<file path="src/rtl/result_drain_pkg.sv">
// Shared FSM encoding, buffer sizing and credit helper for result_drain.
// Optional feature macro used by the block: RESULT_DRAIN_TRANSPOSE_EN (column-major readout).
package result_drain_pkg;

  localparam logic [1:0] ST_IDLE  = 2'd0;
  localparam logic [1:0] ST_READ  = 2'd1;
  localparam logic [1:0] ST_FLUSH = 2'd2;
  localparam logic [1:0] ST_DONE  = 2'd3;

  localparam int BUF_DEPTH = 2;
  localparam int CRED_W    = $clog2(BUF_DEPTH + 1);

  typedef logic [CRED_W-1:0] cred_t;
  typedef logic [CRED_W:0]   occ_t;

  // Words that will occupy the buffer after this edge: stored, landing now and
  // already requested, minus the one leaving. A new read fits only below depth.
  function automatic logic credit_ok(input cred_t stored,
                                     input logic  arriving,
                                     input logic  issuing,
                                     input logic  popping);
    occ_t occ;
    occ = occ_t'(stored) + occ_t'(arriving) + occ_t'(issuing) - occ_t'(popping);
    return occ < occ_t'(BUF_DEPTH);
  endfunction

endpackage

</file>
<file path="src/rtl/result_drain_if.sv">
// Output word stream of result_drain: valid/ready handshake with a last-word marker.
interface result_drain_if #(
  parameter int DATA_W = 16
);
  logic              m_valid;
  logic              m_ready;
  logic [DATA_W-1:0] m_data;
  logic              m_last;

  modport master (output m_valid, output m_data, output m_last, input  m_ready);
  modport slave  (input  m_valid, input  m_data, input  m_last, output m_ready);
endinterface

</file>
<file path="src/rtl/drain_skid_buf.sv">
// Two-entry fall-through FIFO for read responses; an incoming word is visible on the
// output in the cycle it arrives when the FIFO is empty.
module drain_skid_buf
  import result_drain_pkg::*;
#(
  parameter int W = 17
) (
  input  logic         clk,
  input  logic         rst_n,
  input  logic         push,
  input  logic [W-1:0] push_data,
  input  logic         pop,
  output logic         out_valid,
  output logic [W-1:0] out_data,
  output cred_t        count
);

  logic [W-1:0] mem_q [BUF_DEPTH];
  // Single-bit pointers: the depth is fixed at two.
  logic         wr_ptr_q, wr_ptr_d;
  logic         rd_ptr_q, rd_ptr_d;
  cred_t        count_q, count_d;
  logic         store;
  logic         take;

  always_comb begin
    store    = push && !(pop && (count_q == '0));
    take     = pop && (count_q != '0);
    wr_ptr_d = wr_ptr_q ^ store;
    rd_ptr_d = rd_ptr_q ^ take;
    count_d  = count_q + cred_t'(store) - cred_t'(take);
  end

  // NOTE: sequential state uses non-blocking assignments so every flop samples pre-edge values.
  always_ff @(posedge clk or negedge rst_n) begin
    if (!rst_n) begin
      wr_ptr_q <= 1'b0;
      rd_ptr_q <= 1'b0;
      count_q  <= '0;
    end else begin
      wr_ptr_q <= wr_ptr_d;
      rd_ptr_q <= rd_ptr_d;
      count_q  <= count_d;
    end
  end

  // NOTE: storage has no reset; count_q gates every read of it, so stale contents never escape.
  always_ff @(posedge clk) begin
    if (store) begin
      mem_q[wr_ptr_q] <= push_data;
    end
  end

  assign out_valid = (count_q != '0) || push;
  assign out_data  = (count_q != '0) ? mem_q[rd_ptr_q] : (push ? push_data : '0);
  assign count     = count_q;

endmodule

</file>
<file path="src/rtl/result_drain.sv">
// Streams the ROWS x COLS result matrix out of the result memory onto a valid/ready stream.
// Define RESULT_DRAIN_TRANSPOSE_EN for column-major output order instead of row-major.
module result_drain
  import result_drain_pkg::*;
#(
  parameter int DATA_W    = 16,
  parameter int ADDR_W    = 5,
  parameter int ROWS      = 4,
  parameter int COLS      = 4,
  parameter int BASE_ADDR = 1
) (
  input  logic              clk,
  input  logic              rst_n,
  input  logic              start,
  output logic              rd_en,
  output logic [ADDR_W-1:0] rd_addr,
  input  logic [DATA_W-1:0] rd_data,
  result_drain_if.master    m,
  output logic              busy,
  output logic              drain_done
);

  localparam int N     = ROWS * COLS;
  localparam int CNT_W = $clog2(N + 1);

  typedef logic [CNT_W-1:0]  cnt_t;
  typedef logic [ADDR_W-1:0] addr_t;

  localparam cnt_t LAST_IDX = cnt_t'(N - 1);
  localparam cnt_t N_CNT    = cnt_t'(N);

  logic [1:0] state_q, state_d;
  cnt_t       iss_cnt_q, iss_cnt_d;
  logic       rd_en_q, rd_en_d;
  addr_t      rd_addr_q, rd_addr_d;
  logic       rd_last_q, rd_last_d;
  logic       rsp_vld_q, rsp_last_q;

  logic              can_issue;
  logic              issue;
  logic              pop;
  addr_t             elem_addr;
  logic              buf_valid;
  logic [DATA_W:0]   buf_word;
  cred_t             buf_count;

`ifdef RESULT_DRAIN_TRANSPOSE_EN
  localparam int RW = (ROWS > 1) ? $clog2(ROWS) : 1;
  localparam int CW = (COLS > 1) ? $clog2(COLS) : 1;

  typedef logic [RW-1:0] row_t;
  typedef logic [CW-1:0] col_t;

  localparam row_t ROW_LAST = row_t'(ROWS - 1);

  row_t row_q, row_d;
  col_t col_q, col_d;
`endif

  assign pop = buf_valid && m.m_ready;

`ifdef RESULT_DRAIN_TRANSPOSE_EN
  assign elem_addr = addr_t'(BASE_ADDR) + addr_t'(row_q) * addr_t'(COLS) + addr_t'(col_q);
`else
  assign elem_addr = addr_t'(BASE_ADDR) + addr_t'(iss_cnt_q);
`endif

  always_comb begin
    // NOTE: every signal assigned here gets a default first, so no path can infer a latch.
    state_d   = state_q;
    iss_cnt_d = iss_cnt_q;
    rd_en_d   = 1'b0;
    rd_addr_d = rd_addr_q;
    rd_last_d = 1'b0;
    can_issue = 1'b0;
`ifdef RESULT_DRAIN_TRANSPOSE_EN
    row_d     = row_q;
    col_d     = col_q;
`endif

    case (state_q)
      ST_IDLE: begin
        if (start) begin
          state_d   = ST_READ;
          can_issue = 1'b1;
        end
      end
      ST_READ:  can_issue = 1'b1;
      ST_FLUSH: begin
        if (pop && buf_word[DATA_W]) begin
          state_d = ST_DONE;
        end
      end
      ST_DONE:  state_d = ST_IDLE;
      default:  state_d = ST_IDLE;
    endcase

    issue = can_issue && (iss_cnt_q != N_CNT) &&
            credit_ok(buf_count, rsp_vld_q, rd_en_q, pop);

    if (issue) begin
      rd_en_d   = 1'b1;
      rd_addr_d = elem_addr;
      rd_last_d = (iss_cnt_q == LAST_IDX);
      iss_cnt_d = iss_cnt_q + cnt_t'(1);
      if (iss_cnt_q == LAST_IDX) begin
        state_d = ST_FLUSH;
      end
`ifdef RESULT_DRAIN_TRANSPOSE_EN
      if (row_q == ROW_LAST) begin
        row_d = '0;
        col_d = col_q + col_t'(1);
      end else begin
        row_d = row_q + row_t'(1);
      end
`endif
    end

    // Counters return to zero so the next start always begins at element (0,0).
    if (state_q == ST_DONE) begin
      iss_cnt_d = '0;
`ifdef RESULT_DRAIN_TRANSPOSE_EN
      row_d     = '0;
      col_d     = '0;
`endif
    end
  end

  always_ff @(posedge clk or negedge rst_n) begin
    if (!rst_n) begin
      state_q    <= ST_IDLE;
      iss_cnt_q  <= '0;
      rd_en_q    <= 1'b0;
      rd_addr_q  <= '0;
      rd_last_q  <= 1'b0;
      rsp_vld_q  <= 1'b0;
      rsp_last_q <= 1'b0;
`ifdef RESULT_DRAIN_TRANSPOSE_EN
      row_q      <= '0;
      col_q      <= '0;
`endif
    end else begin
      state_q    <= state_d;
      iss_cnt_q  <= iss_cnt_d;
      rd_en_q    <= rd_en_d;
      rd_addr_q  <= rd_addr_d;
      rd_last_q  <= rd_last_d;
      rsp_vld_q  <= rd_en_q;
      rsp_last_q <= rd_last_q;
`ifdef RESULT_DRAIN_TRANSPOSE_EN
      row_q      <= row_d;
      col_q      <= col_d;
`endif
    end
  end

  // Memory data lands one cycle after the strobe and is pushed unconditionally;
  // the credit check guarantees room for it.
  drain_skid_buf #(
    .W(DATA_W + 1)
  ) u_buf (
    .clk       (clk),
    .rst_n     (rst_n),
    .push      (rsp_vld_q),
    .push_data ({rsp_last_q, rd_data}),
    .pop       (pop),
    .out_valid (buf_valid),
    .out_data  (buf_word),
    .count     (buf_count)
  );

  assign rd_en      = rd_en_q;
  assign rd_addr    = rd_addr_q;
  assign m.m_valid  = buf_valid;
  assign m.m_data   = buf_word[DATA_W-1:0];
  assign m.m_last   = buf_valid && buf_word[DATA_W];
  assign busy       = (state_q == ST_READ) || (state_q == ST_FLUSH);
  assign drain_done = (state_q == ST_DONE);

endmodule

</file>
<file path="src/flat_wrapper.sv">
// flat-port wrapper written by rule: the top's interface ports become plain ports
module result_drain_flat import result_drain_pkg::*;
#(
  parameter int DATA_W    = 16,
  parameter int ADDR_W    = 5,
  parameter int ROWS      = 4,
  parameter int COLS      = 4,
  parameter int BASE_ADDR = 1
)
  (clk, rst_n, start, rd_en, rd_addr, rd_data, busy, drain_done, m_m_valid, m_m_data, m_m_last, m_m_ready);
  result_drain_if #(.DATA_W(DATA_W)) m_i ();
  input  logic clk;
  input  logic rst_n;
  input  logic start;
  output logic rd_en;
  output logic [ADDR_W-1:0] rd_addr;
  input  logic [DATA_W-1:0] rd_data;
  output logic busy;
  output logic drain_done;
  output wire logic [$bits(m_i.m_valid)-1:0] m_m_valid;
  output wire logic [$bits(m_i.m_data)-1:0] m_m_data;
  output wire logic [$bits(m_i.m_last)-1:0] m_m_last;
  input wire logic [$bits(m_i.m_ready)-1:0] m_m_ready;
  assign m_m_valid = m_i.m_valid;
  assign m_m_data = m_i.m_data;
  assign m_m_last = m_i.m_last;
  assign m_i.m_ready = m_m_ready;
  result_drain #(.DATA_W(DATA_W), .ADDR_W(ADDR_W), .ROWS(ROWS), .COLS(COLS), .BASE_ADDR(BASE_ADDR)) u_core (.clk(clk), .rst_n(rst_n), .start(start), .rd_en(rd_en), .rd_addr(rd_addr), .rd_data(rd_data), .m(m_i), .busy(busy), .drain_done(drain_done));
endmodule
</file>
<file path="config.mk">
export PLATFORM = sky130hd
export DESIGN_NAME = result_drain_flat
export DESIGN_NICKNAME = d
export VERILOG_FILES = /design/src/rtl/result_drain_pkg.sv /design/src/rtl/result_drain_if.sv /design/src/rtl/drain_skid_buf.sv /design/src/rtl/result_drain.sv /design/src/flat_wrapper.sv
export SDC_FILE = /design/constraint.sdc
export NUM_CORES = 1
export LEC_CHECK = 0
export BUFFER_PORTS_ARGS = -buffer_cell sky130_fd_sc_hd__buf_2
export CAP_MARGIN = 20
export CORE_ASPECT_RATIO = 1.2
export CORE_MARGIN = 2
export CORE_UTILIZATION = 37
export CTS_CLUSTER_DIAMETER = 40
export DETAILED_ROUTE_END_ITERATION = 10
export PLACE_DENSITY_LB_ADDON = 0.1
export SLEW_MARGIN = 20
export SYNTH_ARGS = -nofsm -noshare
export SYNTH_HDL_FRONTEND = slang
export SYNTH_HIERARCHICAL = 1
export SYNTH_SLANG_ARGS = --single-unit
</file>
<file path="constraint.sdc">
create_clock -name clk -period 9.8 [get_ports clk]
set_input_delay 1.47 -clock clk [delete_from_list [all_inputs] [get_ports clk]]
set_output_delay 1.47 -clock clk [all_outputs]
set_load 0.01 [all_outputs]
</file>
==> flow_summary.toml <==
[run_status]
outcome = "finished, final reports clean"

[drt]
drt-wirelength-per-cell_um = 13.88
drc_errors = 0
drt_pass1_iterations = 4
dr.first_iter.drc_count = 69
wirelength_um = 4498
antenna_left = 0
vias = 1586
via_per_inst = 4.895

[sta]
fmax_mhz = 244.5
rsz0062_at_grt = "false"
drv_slew = 0
timing.final.crit_share = 0.4174
period_needed_ns = 4.090
final_hold_viol_count = 0
fin_skew_ns = 0.006812
finalSetupTns_ns = 0
slew_headroom = 0.3172
finalSetupViolCount = 0
holdWs_ns = 0.3684
worstMarginPinSlew_ns = 1.024
setup_ws_ns = 5.710

[floorplan]
fp.dieArea_mm2 = 0.007667
rows = 33
dieHeight_um = 95.52
start_util = 0.3791
pin_count = 46
die_w_um = 80.27
core_mm2 = 0.006813

[synth]
synth_top_area_cell = "edfxtp_1"
synth_top_area_frac = 0.3953
synthTopCellsByArea = "edfxtp_1 (40%), dfrtp_1 (19%), mux2i_1 (7.4%)"
yosysMostFrequentCell = "edfxtp_1"
ys.flop_type = "edfxtp_1"
synth_seq_cells = 54
synth-async-reset-ratio = 0.3704
ys_seq_area_frac = 0.5891
syn_inst = 193
synth_edf_count = 34
syn_area_mm2 = 0.002582
ys_types = 35
synthTopCellsByCount = "edfxtp_1 (34), dfrtp_1 (20), mux2i_1 (19)"
syn-mean-instance-area_um2 = 13.38
yosysWarnings = 6
syn-num-nets = 226

[worst_setup_path]
reg2reg_depth = 9
critPathBufInv = 2
r2r_setup_slack_ns = 5.76
required_ns = 9.99
crit_chain = "buf_2 > and2_1 > ha_1 > inv_1 > ha_1 > a21o_1 > fa_1 > nor4_4 > mux2_2"
cpLargestDelayFamily = "adder cells"
slowest_delay_ns = 0.83
cp_data_arrival_time_ns = 4.28
end_kind = "flop"
path_class = "input port to flop"
crit_slowest_cell = "nor4_4"
path_max_fanout = 12
cp-start-kind = "input port"
timing.rr.end = "u_core/rd_addr[3]$_DFFE_PN0P_"
r2r_start = "u_core/rsp_vld_q$_DFF_PN0_"
cp_common_cell = "ha_1"

[final_layout]
fin_area_mm2 = 0.002925
diodes = 0
layout.nets = 269
syn_to_final_growth_pct = 13.28
drive_gt1_frac = 0.2700
final_util = 0.4294
fin_cells = 324

[clocking]
clock_path_buffers = 2
cts-hold-fix-buffers = 0
cts_resized = 0
cts_tree = "built"
htreeDepth = 2
cts_buffers = 5
numClockSinks = 54
cts.clk_slew.worst_paths_ns = 0.10
root_buffer = "clkbuf_8"
clk-insertion-delay-late_ns = 0.30
post_cts_buffers = 0

[grt]
grt_util_all_layers = 0.1260
grt_pass1_wl_um = 7355
grt_pass1_vias = 1596
grt_overflow_total = 0
antenna_found_initial = 0
grt_max_degree = 37

[placement]
globalplace.congestion = 0.7402
hpwl_um = 3084
portBuffers = 45
placed_cell_area_mm2 = 0.002839
placed_cells = 316
place_ws_ns = 5.329

[hold_path]
min-delay-path-class = "flop to flop"
hold-path-cell-count = 0
min_from = "u_core/rd_last_q$_DFF_PN0_"
hold_end = "u_core/rsp_last_q$_DFF_PN0_"

[power_and_ir_drop]
peakVddDrop_uv = 145.8
total_leakage_power_nw = 1.241
total_power_mw = 0.8845
powerDensity_mw_per_mm2 = 302.4

[flow_run]
cap_violations = 0
cell usage in the layout, fill, tap and decap left out, drive strengths merged:
master	instances
clkbuf	6
mux2i	19
xnor2	4
edfxtp	34
clkinv	2
and4bb	1
and2	4
nand2b	5
nand3	18
or3	1
and3	1
nor2	8
ha	12
mux2	8
a2bb2oi	1
o21ai	19
nand4	1
inv	12
fa	1
nor3	1
nor2b	2
dfrtp	20
nor4	3
buf	45
xor2	1
a21oi	3
a21boi	1
a21o	2
nor4bb	1
nand2	1
logic make-up (layout without fill, tap and decap cells):
| group | after synthesis | after routing | synth area share |
|---|---|---|---|
| DFF | 54 | 54 | 0.5891 |
| and+or+nand+nor | 47 | 47 | 0.1100 |
| xor gates and xnor gates | 5 | 5 | 0.01696 |
| AOI/OAI and AO/OA | 26 | 26 | 0.05620 |
| adders and majority gates | 13 | 13 | 0.06589 |
| buffers and inverters | 21 | 65 | 0.04748 |
| muxes | 27 | 27 | 0.1143 |
layout make-up:
class / count / area [um^2]
clock buffers: 6 / 72.57
clock inverters: 2 / 13.76
fillers: 664 / 3887
inverters: 12 / 45.04
multi-input cells: 118 / 938.4
flip-flops and latches: 54 / 1521
well taps: 87 / 108.9
repair buffers: 45 / 225.2
worst max-delay path by stage:
stage / slack (ns) / cells past startpoint / start / endpoint
after CTS: 5.65 / 9 / m_m_ready / u_core/rd_addr[3]$_DFFE_PN0P_
final: 5.71 / 9 / m_m_ready / u_core/rd_addr[3]$_DFFE_PN0P_
after global placement: 5.39 / 9 / m_m_ready / u_core/iss_cnt_q[4]$_DFFE_PN0P_
after floorplan: 5.96 / 9 / m_m_ready / u_core/iss_cnt_q[0]$_DFFE_PN0P_
after global routing: 5.48 / 9 / u_core/rsp_vld_q$_DFF_PN0_ / u_core/rd_addr[3]$_DFFE_PN0P_
after detailed placement: 5.33 / 10 / m_m_ready / u_core/rd_addr[3]$_DFFE_PN0P_
state kept, by name, indices dropped and copies added, names as in the netlist, 2 cells and up:
| name | cells |
|---|---|
| u_core/iss_cnt_q | 5 |
| u_core/rd_addr | 5 |
| u_core/state_q | 2 |
| u_core/u_buf/count | 2 |
| u_core/u_buf/mem_q | 34 |
metal layers:
| metal | GRT usage | routed length [um] | part of all wire | vias up |
|---|---|---|---|---|
| li1 | - | - | - | 781 |
| met1 | 0.1482 | 1928 | 0.43 | 773 |
| met2 | 0.2285 | 2341 | 0.52 | 27 |
| met3 | 0.02746 | 166 | 0.037 | 5 |
| met4 | 0.03814 | 61 | 0.014 | 0 |
| met5 | 0 | 0 | 0 | - |
where the power goes:
group	leakage (nW)	switching [mW]	total, mW	internal (mW)
Clock	0.0452	0.0694	0.120	0.0506
Combinational	0.637	0.206	0.401	0.195
Sequential	0.559	0.0610	0.363	0.302
Total	1.24	0.336	0.885	0.548
Note: power is estimated with default switching activity, not from simulation.
